$ cat src/rtl/rs_pkg.sv
// Shared GF(2^8) definitions for the RS(255,239) syndrome stage.
// Field: primitive polynomial 0x11D, alpha = 0x02.
package rs_pkg;

  localparam int SYM_W = 8;
  localparam int N     = 255;
  localparam int K     = 239;
  localparam int NSYND = 16;

  // Low byte of the primitive polynomial; the x^8 term is implied by the shift-out
  localparam logic [SYM_W-1:0] GF_POLY = 8'h1D;

  typedef logic [SYM_W-1:0] sym_t;

  typedef enum logic {
    IDLE = 1'b0,
    ACC  = 1'b1
  } state_t;

  // alpha^j for j = 0..15, one per syndrome
  localparam sym_t ALPHA_POW [0:15] = '{
    8'h01, 8'h02, 8'h04, 8'h08, 8'h10, 8'h20, 8'h40, 8'h80,
    8'h1D, 8'h3A, 8'h74, 8'hE8, 8'hCD, 8'h87, 8'h13, 8'h26
  };

  // General GF(2^8) product; used only to build constant XOR matrices at elaboration
  function automatic sym_t gf_mul(input sym_t a, input sym_t b);
    sym_t prod;
    sym_t x;
    prod = '0;
    x    = a;
    for (int i = 0; i < SYM_W; i++) begin
      if (b[i]) prod ^= x;
      x = x[SYM_W-1] ? ({x[SYM_W-2:0], 1'b0} ^ GF_POLY) : {x[SYM_W-2:0], 1'b0};
    end
    return prod;
  endfunction

endpackage

$ cat src/rtl/gf_const_mul.sv
// Constant multiplier by alpha^EXP in GF(2^8), EXP in 0..15.
// Pure XOR network: every column is a compile-time constant.
module gf_const_mul
  import rs_pkg::*;
#(
  parameter int EXP = 0
) (
  input  logic [SYM_W-1:0] a,
  output logic [SYM_W-1:0] p
);

  localparam sym_t COEF = ALPHA_POW[EXP];

  // Column i of the matrix is alpha^EXP * x^i
  function automatic sym_t column(input int i);
    return gf_mul(COEF, sym_t'(1) << i);
  endfunction

  // Each set input bit folds its constant column into the product
  always_comb begin
    p = '0;
    for (int i = 0; i < SYM_W; i++) begin
      if (a[i]) p ^= column(i);
    end
  end

endmodule

$ cat src/rtl/rs_syndrome_calc.sv
// RS(255,239) syndrome calculator: S_j = r(alpha^j), j = 0..NSYND-1, Horner form.
// Optional erroneous-frame counter enabled by defining RS_SYND_ERRCNT_EN.
module rs_syndrome_calc #(
  parameter int N     = rs_pkg::N,
  parameter int NSYND = rs_pkg::NSYND
) (
  input  logic                            clk,
  input  logic                            rst,
  input  logic                            in_valid,
  input  logic                            in_sop,
  input  logic                            in_eop,
  input  logic [rs_pkg::SYM_W-1:0]        in_data,
  output logic [NSYND*rs_pkg::SYM_W-1:0]  synd_out,
  output logic                            synd_valid,
  output logic                            err_flag,
  output logic                            len_err,
  output logic                            frame_abort,
  output logic [15:0]                     err_cnt
);

  localparam int SYM_W = rs_pkg::SYM_W;
  localparam logic [7:0] N_SYM   = 8'(N);
  localparam logic [7:0] CNT_MAX = 8'hFF;

  typedef rs_pkg::sym_t   sym_t;
  typedef rs_pkg::state_t state_t;

  function automatic logic [7:0] sat_inc8(input logic [7:0] v);
    return (v == CNT_MAX) ? v : v + 8'd1;
  endfunction

  state_t state;
  state_t state_nx;
  logic   start;
  logic   step;
  logic   done;
  logic   abort;

  sym_t acc     [NSYND];
  sym_t acc_mul [NSYND];
  sym_t acc_nx  [NSYND];
  logic [NSYND*SYM_W-1:0] synd_nx;
  logic [7:0] cnt;
  logic [7:0] cnt_nx;
  logic       ovf;
  logic       ovf_nx;
  logic       len_err_nx;

  // State register
  always_ff @(posedge clk or negedge rst) begin
    if (!rst) state <= rs_pkg::IDLE;
    else      state <= state_nx;
  end

  // Frame control: sop (re)starts, eop closes, sop inside a frame aborts it
  always_comb begin
    state_nx = state;
    start    = 1'b0;
    step     = 1'b0;
    done     = 1'b0;
    abort    = 1'b0;
    case (state)
      rs_pkg::IDLE: begin
        if (in_valid && in_sop) begin
          start = 1'b1;
          if (in_eop) done = 1'b1;
          else        state_nx = rs_pkg::ACC;
        end
      end
      rs_pkg::ACC: begin
        if (in_valid) begin
          if (in_sop) begin
            start = 1'b1;
            abort = 1'b1;
          end else begin
            step = 1'b1;
          end
          if (in_eop) begin
            done     = 1'b1;
            state_nx = rs_pkg::IDLE;
          end
        end
      end
      default: state_nx = rs_pkg::IDLE;
    endcase
  end

  for (genvar j = 0; j < NSYND; j++) begin : g_mul
    gf_const_mul #(.EXP(j)) u_mul (
      .a(acc[j]),
      .p(acc_mul[j])
    );
  end

  // Horner step for every syndrome, plus the flattened result including this beat
  always_comb begin
    synd_nx = '0;
    for (int j = 0; j < NSYND; j++) begin
      acc_nx[j] = start ? in_data : (acc_mul[j] ^ in_data);
      synd_nx[j*SYM_W +: SYM_W] = acc_nx[j];
    end
    cnt_nx     = start ? 8'd1 : sat_inc8(cnt);
    // ovf remembers a beat arriving after the counter already sat at its ceiling
    ovf_nx     = start ? 1'b0 : (ovf | (cnt == CNT_MAX));
    len_err_nx = ovf_nx | (cnt_nx != N_SYM);
  end

  // Accumulators and symbol counter advance only on accepted beats
  always_ff @(posedge clk or negedge rst) begin
    if (!rst) begin
      for (int j = 0; j < NSYND; j++) acc[j] <= '0;
      cnt <= '0;
      ovf <= 1'b0;
    end else if (start || step) begin
      for (int j = 0; j < NSYND; j++) acc[j] <= acc_nx[j];
      cnt <= cnt_nx;
      ovf <= ovf_nx;
    end
  end

  // Result register: latched on the closing beat, held until the next frame closes
  always_ff @(posedge clk or negedge rst) begin
    if (!rst) begin
      synd_out    <= '0;
      synd_valid  <= 1'b0;
      err_flag    <= 1'b0;
      len_err     <= 1'b0;
      frame_abort <= 1'b0;
    end else begin
      synd_valid  <= done;
      frame_abort <= abort;
      if (done) begin
        synd_out <= synd_nx;
        err_flag <= |synd_nx;
        len_err  <= len_err_nx;
      end
    end
  end

`ifdef RS_SYND_ERRCNT_EN
  function automatic logic [15:0] sat_inc16(input logic [15:0] v);
    return (v == 16'hFFFF) ? v : v + 16'd1;
  endfunction

  // Counts reported frames that carry a syndrome error or a length error
  always_ff @(posedge clk or negedge rst) begin
    if (!rst)                                     err_cnt <= '0;
    else if (synd_valid && (err_flag || len_err)) err_cnt <= sat_inc16(err_cnt);
  end
`else
  assign err_cnt = '0;
`endif

endmodule

$ cat config.mk
export PLATFORM = sky130hd
export DESIGN_NAME = rs_syndrome_calc
export DESIGN_NICKNAME = d
export VERILOG_FILES = /design/src/rtl/rs_pkg.sv /design/src/rtl/gf_const_mul.sv /design/src/rtl/rs_syndrome_calc.sv
export SDC_FILE = /design/constraint.sdc
export NUM_CORES = 1
export LEC_CHECK = 0
export CAP_MARGIN = 10
export CORE_MARGIN = 5
export CORE_UTILIZATION = 52
export DETAILED_ROUTE_END_ITERATION = 8
export PLACE_DENSITY_LB_ADDON = 0.08
export SLEW_MARGIN = 15
export SYNTH_ARGS = -nofsm -noshare
export SYNTH_HDL_FRONTEND = slang
export SYNTH_SLANG_ARGS = --single-unit
$ cat constraint.sdc
create_clock -name clk -period 2.4 [get_ports clk]
set_clock_uncertainty 0.05 [all_clocks]
set_input_delay 0.48 -clock clk [delete_from_list [all_inputs] [get_ports clk]]
set_output_delay 0.48 -clock clk [all_outputs]
set_load 0.02 [all_outputs]
==> run metrics, run 1 <==
status=complete, but fails checks; failing checks=negative setup slack; vias in the first global route=~15000; routed length per placed instance=just over 20 um; fmax=0.391 GHz; kind of start point of the critical path=flip-flop; Pwr Total=about 38 mW; reg-to-reg slack, setup=-0.16 ns; initial antenna violation count=1; Net Switching=between 15 and 20 mW; first-pass GRT wire length=83800 um; I/O pins=161; root buf cell=clkbuf_16; pre-CTS setup slack=-0.845 ns; final hold vios=0; Reg clk slew, reported paths=roughly 0.07 ns; top cells by area, synth=dfrtp_1 (43%), xnor2_1 (13%), o21ai_0 (6.1%); CP Class=flip-flop to flip-flop; Nets=about 2200; Syn Area/Cell=between 8 and 9 um^2; Inserted Diodes=0; Seq. cell area=roughly 6800 um^2; Setup crit end=err_flag$_DFFE_PN0P_; reg2reg start=acc[2]$_DFFE_PN0P_; Worst Setup Slack, final=-0.160 ns; Die Wd=roughly 180 um; Distinct cells, synth=58; DRC=0; Die Ht=183 um; fin crit period=2.56 ns; Post-DRT Antenna Nets=0; flops & latches, synth=270; Clock H-tree levels=1; WP buf/inv=2; P_int=between 20 and 25 mW; Max stage delay cell, worst path=or4_4; Crit path largest cell delay=roughly 0.48 ns; clock buffer depth=3; Multi-input gate area=between 8000 and 9000 um^2; Reg power frac=0.214; vias per inst=between 5 and 6; CP endpoint kind=flip-flop; relative slew slack=0.549; CTS Buf Count=29; worst r2r dst=err_flag$_DFFE_PN0P_; Syn. warnings=0; share of cells above drive strength 1=0.222; final worst-path cycle share=1.07; Post-synth EDFFs=0; Synth top area share=0.432; Peak VDD IR=about 1 mV; CP Cell Sequence=xnor2_2, buf_4, xor2_1, buf_4, nor2_4, xnor2_2, nand4_1, or4_4, nor4_4, a21oi_1; Die Area=about 34000 um^2; P per Cell Area=~1800 nW/um^2; Sw Ratio=0.432; worst skew pair latency=0.56 ns; GRT Util Overall=0.316; initial DRC count=1300; Slew Limit Fails=0; port buffer count=between 100 and 150; Area Growth Syn to Fin=36.5%; Cells after Synth=roughly 1800; CTS tree=done; WL final=53500 um; WP depth=10; critical path arrival=between 2 and 3 ns; delay-heaviest family, CP=simple AND/OR/NAND/NOR gates; vias=between 10000 and 15000; R2R depth=10; register area share after synthesis=0.432; Tightest Pin Transition=0.674 ns; Post-Syn Area=approximately 16000 um^2; Clk pwr share=0.123; row count=63; main flop type after synthesis=dfrtp_1; clk sinks=between 200 and 300; Core Footprint=29700 um^2; critical path required time=~2.8 ns; leakage=~9.3 nW; gp weighted congestion=0.978; RSZ-0062 raised after global routing=yes; cell taking the most area after synthesis=dfrtp_1; Gate power share=0.663; placed wire-length estimate=between 40000 and 50000 um; launch point of the worst path=acc[2]$_DFFE_PN0P_; drt pass-1 iters=5; Setup violations, final=1; peak fanout along the critical path=2; ys async rst share=1.00; Fill cells=between 2000 and 2500; worst min path class=input port to asynchronous set/reset pin; largest net degree at the start of global routing=58; residual overflow from global routing=0; initial core utilization=0.527; max-cap violation count=0
==> stage by stage <==
| step | setup TNS, ns | std cells | instance area, um^2 | util | hold WS (ns) |
|---|---|---|---|---|---|
| 2_1_floorplan | 0 | 1825 | 15700 | - | 0.134 |
| 3_3_place_gp | -4.76 | 2565 | 20000 | 0.674 | 0.410 |
| 3_5_place_dp | -8.86 | 2565 | 20000 | 0.674 | 0.413 |
| 4_1_cts | -0.145 | 2626 | 21200 | 0.714 | 0.407 |
| 5_1_grt | -0.224 | 2629 | 21400 | 0.719 | 0.437 |
| 6_report | -0.160 | 2629 | 21400 | 0.719 | 0.403 |
==> state kept, by name, summed over array words and instances (netlist names) <==
| name | flops |
|---|---|
| len_err | 1 |
| state | 1 |
| synd_valid | 1 |
| acc | 128 |
| err_flag | 1 |
| frame_abort | 1 |
| cnt | 8 |
| synd_out | 128 |
| ovf | 1 |
==> per-layer routing <==
layer | track usage | part of all wire | vias up
met4 | 0.119 | 0.040 | 2
met1 | 0.430 | 0.42 | 7064
met5 | 0 | 0.00021 | -
met2 | 0.505 | 0.46 | 553
met3 | 0.0607 | 0.077 | 129
li1 | - | - | 6883
==> power by group through the flow <==
stage / clock network, mW / logic (mW) / registers, mW
after floorplan: 0 / 11.5 / 8.97
after global placement: 0 / 23.9 / 8.02
final: 4.65 / 25.1 / 8.08
after CTS: 4.69 / 24.6 / 8.06
after global routing: 4.88 / 26.8 / 8.37
after detailed placement: 0 / 24.0 / 8.08
==> area by class of cell <==
cell class / count / area share
clock buffer: 41 / 0.0384
tap: 390 / 0.0228
multi-input combinational: 1372 / 0.397
sequential: 270 / 0.316
inverter: 14 / 0.00252
timing repair buffer: 530 / 0.216
clock inverter: 12 / 0.00703
==> cell families after synthesis <==
kind of cell             count (synthesis)  synth area share
adder cells (fa/ha/maj)                  1          0.000799
buffers and inverters                  184            0.0493
multiplexers                             7           0.00472
AO/OA/AOI/OAI                          457             0.162
XOR/XNOR                               333             0.198
flip-flops                             270             0.432
AND/OR/NAND/NOR                        557             0.153
other                                    1          0.000240
==> cell usage in the layout, fill, tap and decap left out, types with 4 or more instances in the layout <==
cell             count
nor3_1              12
o32ai_1             10
clkdlybuf4s50_1    135
and3_1               5
conb_1              16
clkinv_2             5
a22oi_1             20
a22o_1               4
nand2_1            220
clkbuf_8             5
o22ai_1             32
a31oi_1             11
nor4bb_1             4
nand2b_1             6
nand4_1             23
xnor2_2             19
clkbuf_1             7
o21ai_0            190
a21oi_1            164
xnor3_2              4
xor2_1              78
and2_1               7
mux2i_1              4
or3_1                6
xor2_2               5
nand3_1             22
dfrtp_1            267
a32oi_1              4
nor4b_1              6
clkbuf_16           29
buf_4              359
buf_12              23
xnor3_1              6
inv_1               13
nor2_1             215
xnor2_1            218
buf_2                6
nor4_1               4
==> worst reg2reg max path, cell delays in order (launching register included) <==
cell and delay [ns]:
dfrtp_1 0.42, xnor2_2 0.25, buf_4 0.16, xor2_1 0.15, buf_4 0.17, nor2_4 0.04, xnor2_2 0.17, nand4_1 0.17
or4_4 0.48, nor4_4 0.29, a21oi_1 0.09
==> timing repair <==
item                                   4_1_cts  5_1_grt
gates resized for setup                     25       27
setup endpoints to repair                    1        1
endpoints found under the hold margin       51        0
cloned                                       1        0
pin swaps                                   12       14
setup buffers                                6        3
hold buffers                                 1        0
==> Yosys cell counts, types with 4 or more instances <==
master / count
dfrtp_1: 270
xnor2_1: 234
nand2_1: 224
nor2_1: 217
o21ai_0: 191
a21oi_1: 164
clkbuf_1: 102
xor2_1: 83
buf_1: 39
o22ai_1: 32
nand4_1: 23
nand3_1: 22
a22oi_1: 20
buf_4: 18
inv_1: 13
nor3_1: 12
a31oi_1: 11
buf_2: 11
o32ai_1: 11
xnor3_1: 10
and2_1: 9
nor4_1: 8
nand2b_1: 6
nor4b_1: 6
or3_1: 6
and3_1: 5
xnor2_2: 5
a22o_1: 4
a32oi_1: 4
mux2i_1: 4
nor4bb_1: 4
==> worst min-delay path by stage <==
| stage | depth (start not counted) | startpoint | end | slack, ns |
|---|---|---|---|---|
| 6_report | 2 | rst | synd_out[42]$_DFFE_PN0P_ | 0.40 |
| 5_1_grt | 2 | rst | synd_out[42]$_DFFE_PN0P_ | 0.44 |
| 4_1_cts | 4 | in_data[0] | acc[96]$_DFFE_PN0P_ | 0.41 |
| 3_5_place_dp | 1 | rst | synd_out[43]$_DFFE_PN0P_ | 0.41 |
| 3_3_place_gp | 1 | rst | synd_out[42]$_DFFE_PN0P_ | 0.41 |
| 2_1_floorplan | 0 | rst | acc[0]$_DFFE_PN0P_ | 0.13 |
No activity file was read; power rests on OpenSTA's default activity.
==> run 2: changes to the inputs <==
- ABC_CLOCK_PERIOD_IN_PS: not set -> 2400
- CORE_ASPECT_RATIO: not set -> 0.5
==> run metrics, run 2 (synthesis results as in run 1) <==
Die Ht=133 um (-28%); P per Cell Area=1750 nW/um^2 (-1.3%); Setup violations, final=1 (unchanged); final non-filler cell total=2615 (-0.53%); largest net degree at the start of global routing=108 (+86%); GRT Util Overall=0.311 (-0.00491); peak fanout along the critical path=7 (+5); WL final=54100 um (+1.0%); relative slew slack=0.475 (-0.0744); gp weighted congestion=0.976 (-0.17%); CP Class=input port to flip-flop; Post-DRT Antenna Nets=0 (unchanged); Worst Setup Slack, final=-0.262 ns (-0.102 ns); Die Wd=255 um (+39%); Area Growth Syn to Fin=34.6%; Reg clk slew, reported paths=0.07 ns (about the same); CP endpoint kind=flip-flop; fmax=0.376 GHz (-3.8%); initial DRC count=1546 (+19%); clk sinks=270 (unchanged); worst skew pair latency=0.56 ns (about the same); DRC=0 (unchanged); Sw Ratio=0.431 (-0.000772); reg-to-reg slack, setup=-0.17 ns (about the same); Clk pwr share=0.116 (-0.007); Setup crit end=err_flag$_DFFE_PN0P_; Tightest Pin Transition=0.782 ns (+0.108 ns); Util after Layout=0.718 (-0.000855); Fill cells=2184 (-6.4%); fin crit period=2.66 ns (+0.102 ns); biggest regs=acc (128), synd_out (128), cnt (8); critical path required time=2.79 ns (about the same); root buf cell=clkbuf_16; placed cells=2561 (-0.16%); vias in the first global route=14600 (-0.51%); status=complete, but fails checks; port buffer count=144 (unchanged); most frequent cells in the layout=buf_4 (359), dfrtp_1 (266), xnor2_1 (223); RSZ-0062 raised after global routing=yes; failing checks=negative setup slack; I/O pins=161 (unchanged); Hold Startpoint=in_data[0]; Slew Limit Fails=0 (unchanged); critical path arrival=3.05 ns (+0.10 ns); Clock H-tree levels=1 (unchanged); most common cell after layout, fill and taps aside=buf_4; P_int=20.9 mW (-2.6%); clock buffer depth=3 (unchanged); final worst-path cycle share=1.11 (+0.0427); CTS tree=done; row count=44 (-30%); CTS Buf Count=26 (-10%); vias per inst=5.68 (+2.1%); R2R depth=8 (-2); routed length per placed instance=20.7 um (+1.6%); share of cells above drive strength 1=0.211 (-0.0101); kind of start point of the critical path=input port; Seq. cell area=6760 um^2 (about the same); initial antenna violation count=3 (+2); placed wire-length estimate=41100 um (+2.3%); reg2reg start=acc[51]$_DFFE_PN0P_; initial core utilization=0.533 (+0.00671); Core Footprint=29300 um^2 (-1.3%); Peak VDD IR=0.823 mV (-16%); worst min path class=input port to flip-flop; Multi-input gate area=8410 um^2 (-0.84%); Reg power frac=0.220 (+0.006); Gate power share=0.664 (about the same); vias=14900 (+1.6%); worst r2r dst=err_flag$_DFFE_PN0P_; Net Switching=15.9 mW (-2.9%); max-cap violation count=0 (unchanged); leakage=9.21 nW (-1.4%); drt pass-1 iters=5 (unchanged); final hold vios=0 (unchanged); first-pass GRT wire length=84100 um (+0.45%); residual overflow from global routing=0 (unchanged); Nets=2221 (-0.45%); launch point of the worst path=in_valid; Die Area=33900 um^2 (+0.62%)
[run 2: critical path, stage by stage]
cell and delay [ns]:
dlygate4sd2_1 0.47, and2_4 0.35, buf_4 0.22, buf_4 0.15
nor2_1 0.05, xnor2_1 0.33, nand4_1 0.26, nor4_2 0.38
and4b_1 0.28, a21oi_1 0.07
[run 2: worst min path at each step]
| stage | to | slack [ns] | depth (start not counted) |
|---|---|---|---|
| finish | acc[8]$_DFFE_PN0P_ | 0.37 | 4 |
| global route | acc[8]$_DFFE_PN0P_ | 0.40 | 4 |
| CTS | acc[8]$_DFFE_PN0P_ | 0.35 | 4 |
| detailed placement | synd_out[93]$_DFFE_PN0P_ | 0.40 | 1 |
| global placement | synd_out[93]$_DFFE_PN0P_ | 0.39 | 1 |
| floorplan | acc[0]$_DFFE_PN0P_ | 0.13 | 0 |
[run 2: routing by layer]
metal,global-route usage,vias up,share of wire
met2,0.475,633,0.44
li1,-,6870,-
met5,0,-,0.00033
met1,0.459,7258,0.45
met3,0.0640,97,0.083
met4,0.0743,4,0.025
[run 2: power by group through the flow]
stage	logic (mW)	registers, mW	clock network (mW)
2_1_floorplan	11.5	8.97	0
3_3_place_gp	23.3	7.98	0
3_5_place_dp	23.6	8.11	0
4_1_cts	24.0	8.09	4.31
5_1_grt	26.0	8.38	4.50
6_report	24.4	8.11	4.26
[run 2: through the flow]
stage / cell area (um^2) / setup TNS (ns) / hold WS (ns) / setup WS [ns] / power (mW)
6_report: 21100 / -0.262 / 0.373 / -0.262 / 36.8
5_1_grt: 21100 / -0.261 / 0.403 / -0.261 / 38.9
4_1_cts: 21000 / -0.114 / 0.347 / -0.114 / 36.4
3_5_place_dp: 20000 / -10.80 / 0.401 / -1.12 / 31.7
3_3_place_gp: 20000 / -7.62 / 0.395 / -1.07 / 31.3
2_1_floorplan: 15700 / 0 / 0.134 / 0.000466 / 20.5
[run 2: repair_timing]
| item | 4_1_cts | 5_1_grt |
|---|---|---|
| resized for setup | 22 | 13 |
| endpoints found under the setup margin | 3 | 1 |
| hold buffers | 1 | 0 |
| endpoints found under the hold margin | 51 | 0 |
| pin swaps | 10 | 11 |
| gates cloned | 1 | 0 |
| buffers inserted | 4 | 3 |
[run 2: area by class of cell]
type / count / share of cell area
clock inverters: 5 / 0.00386
inverters: 14 / 0.00255
clock buffers: 39 / 0.0366
well taps: 391 / 0.0232
flip-flops and latches: 270 / 0.321
repair buffers: 523 / 0.214
multi-input cells: 1372 / 0.399
diodes: 1 / 0.000119
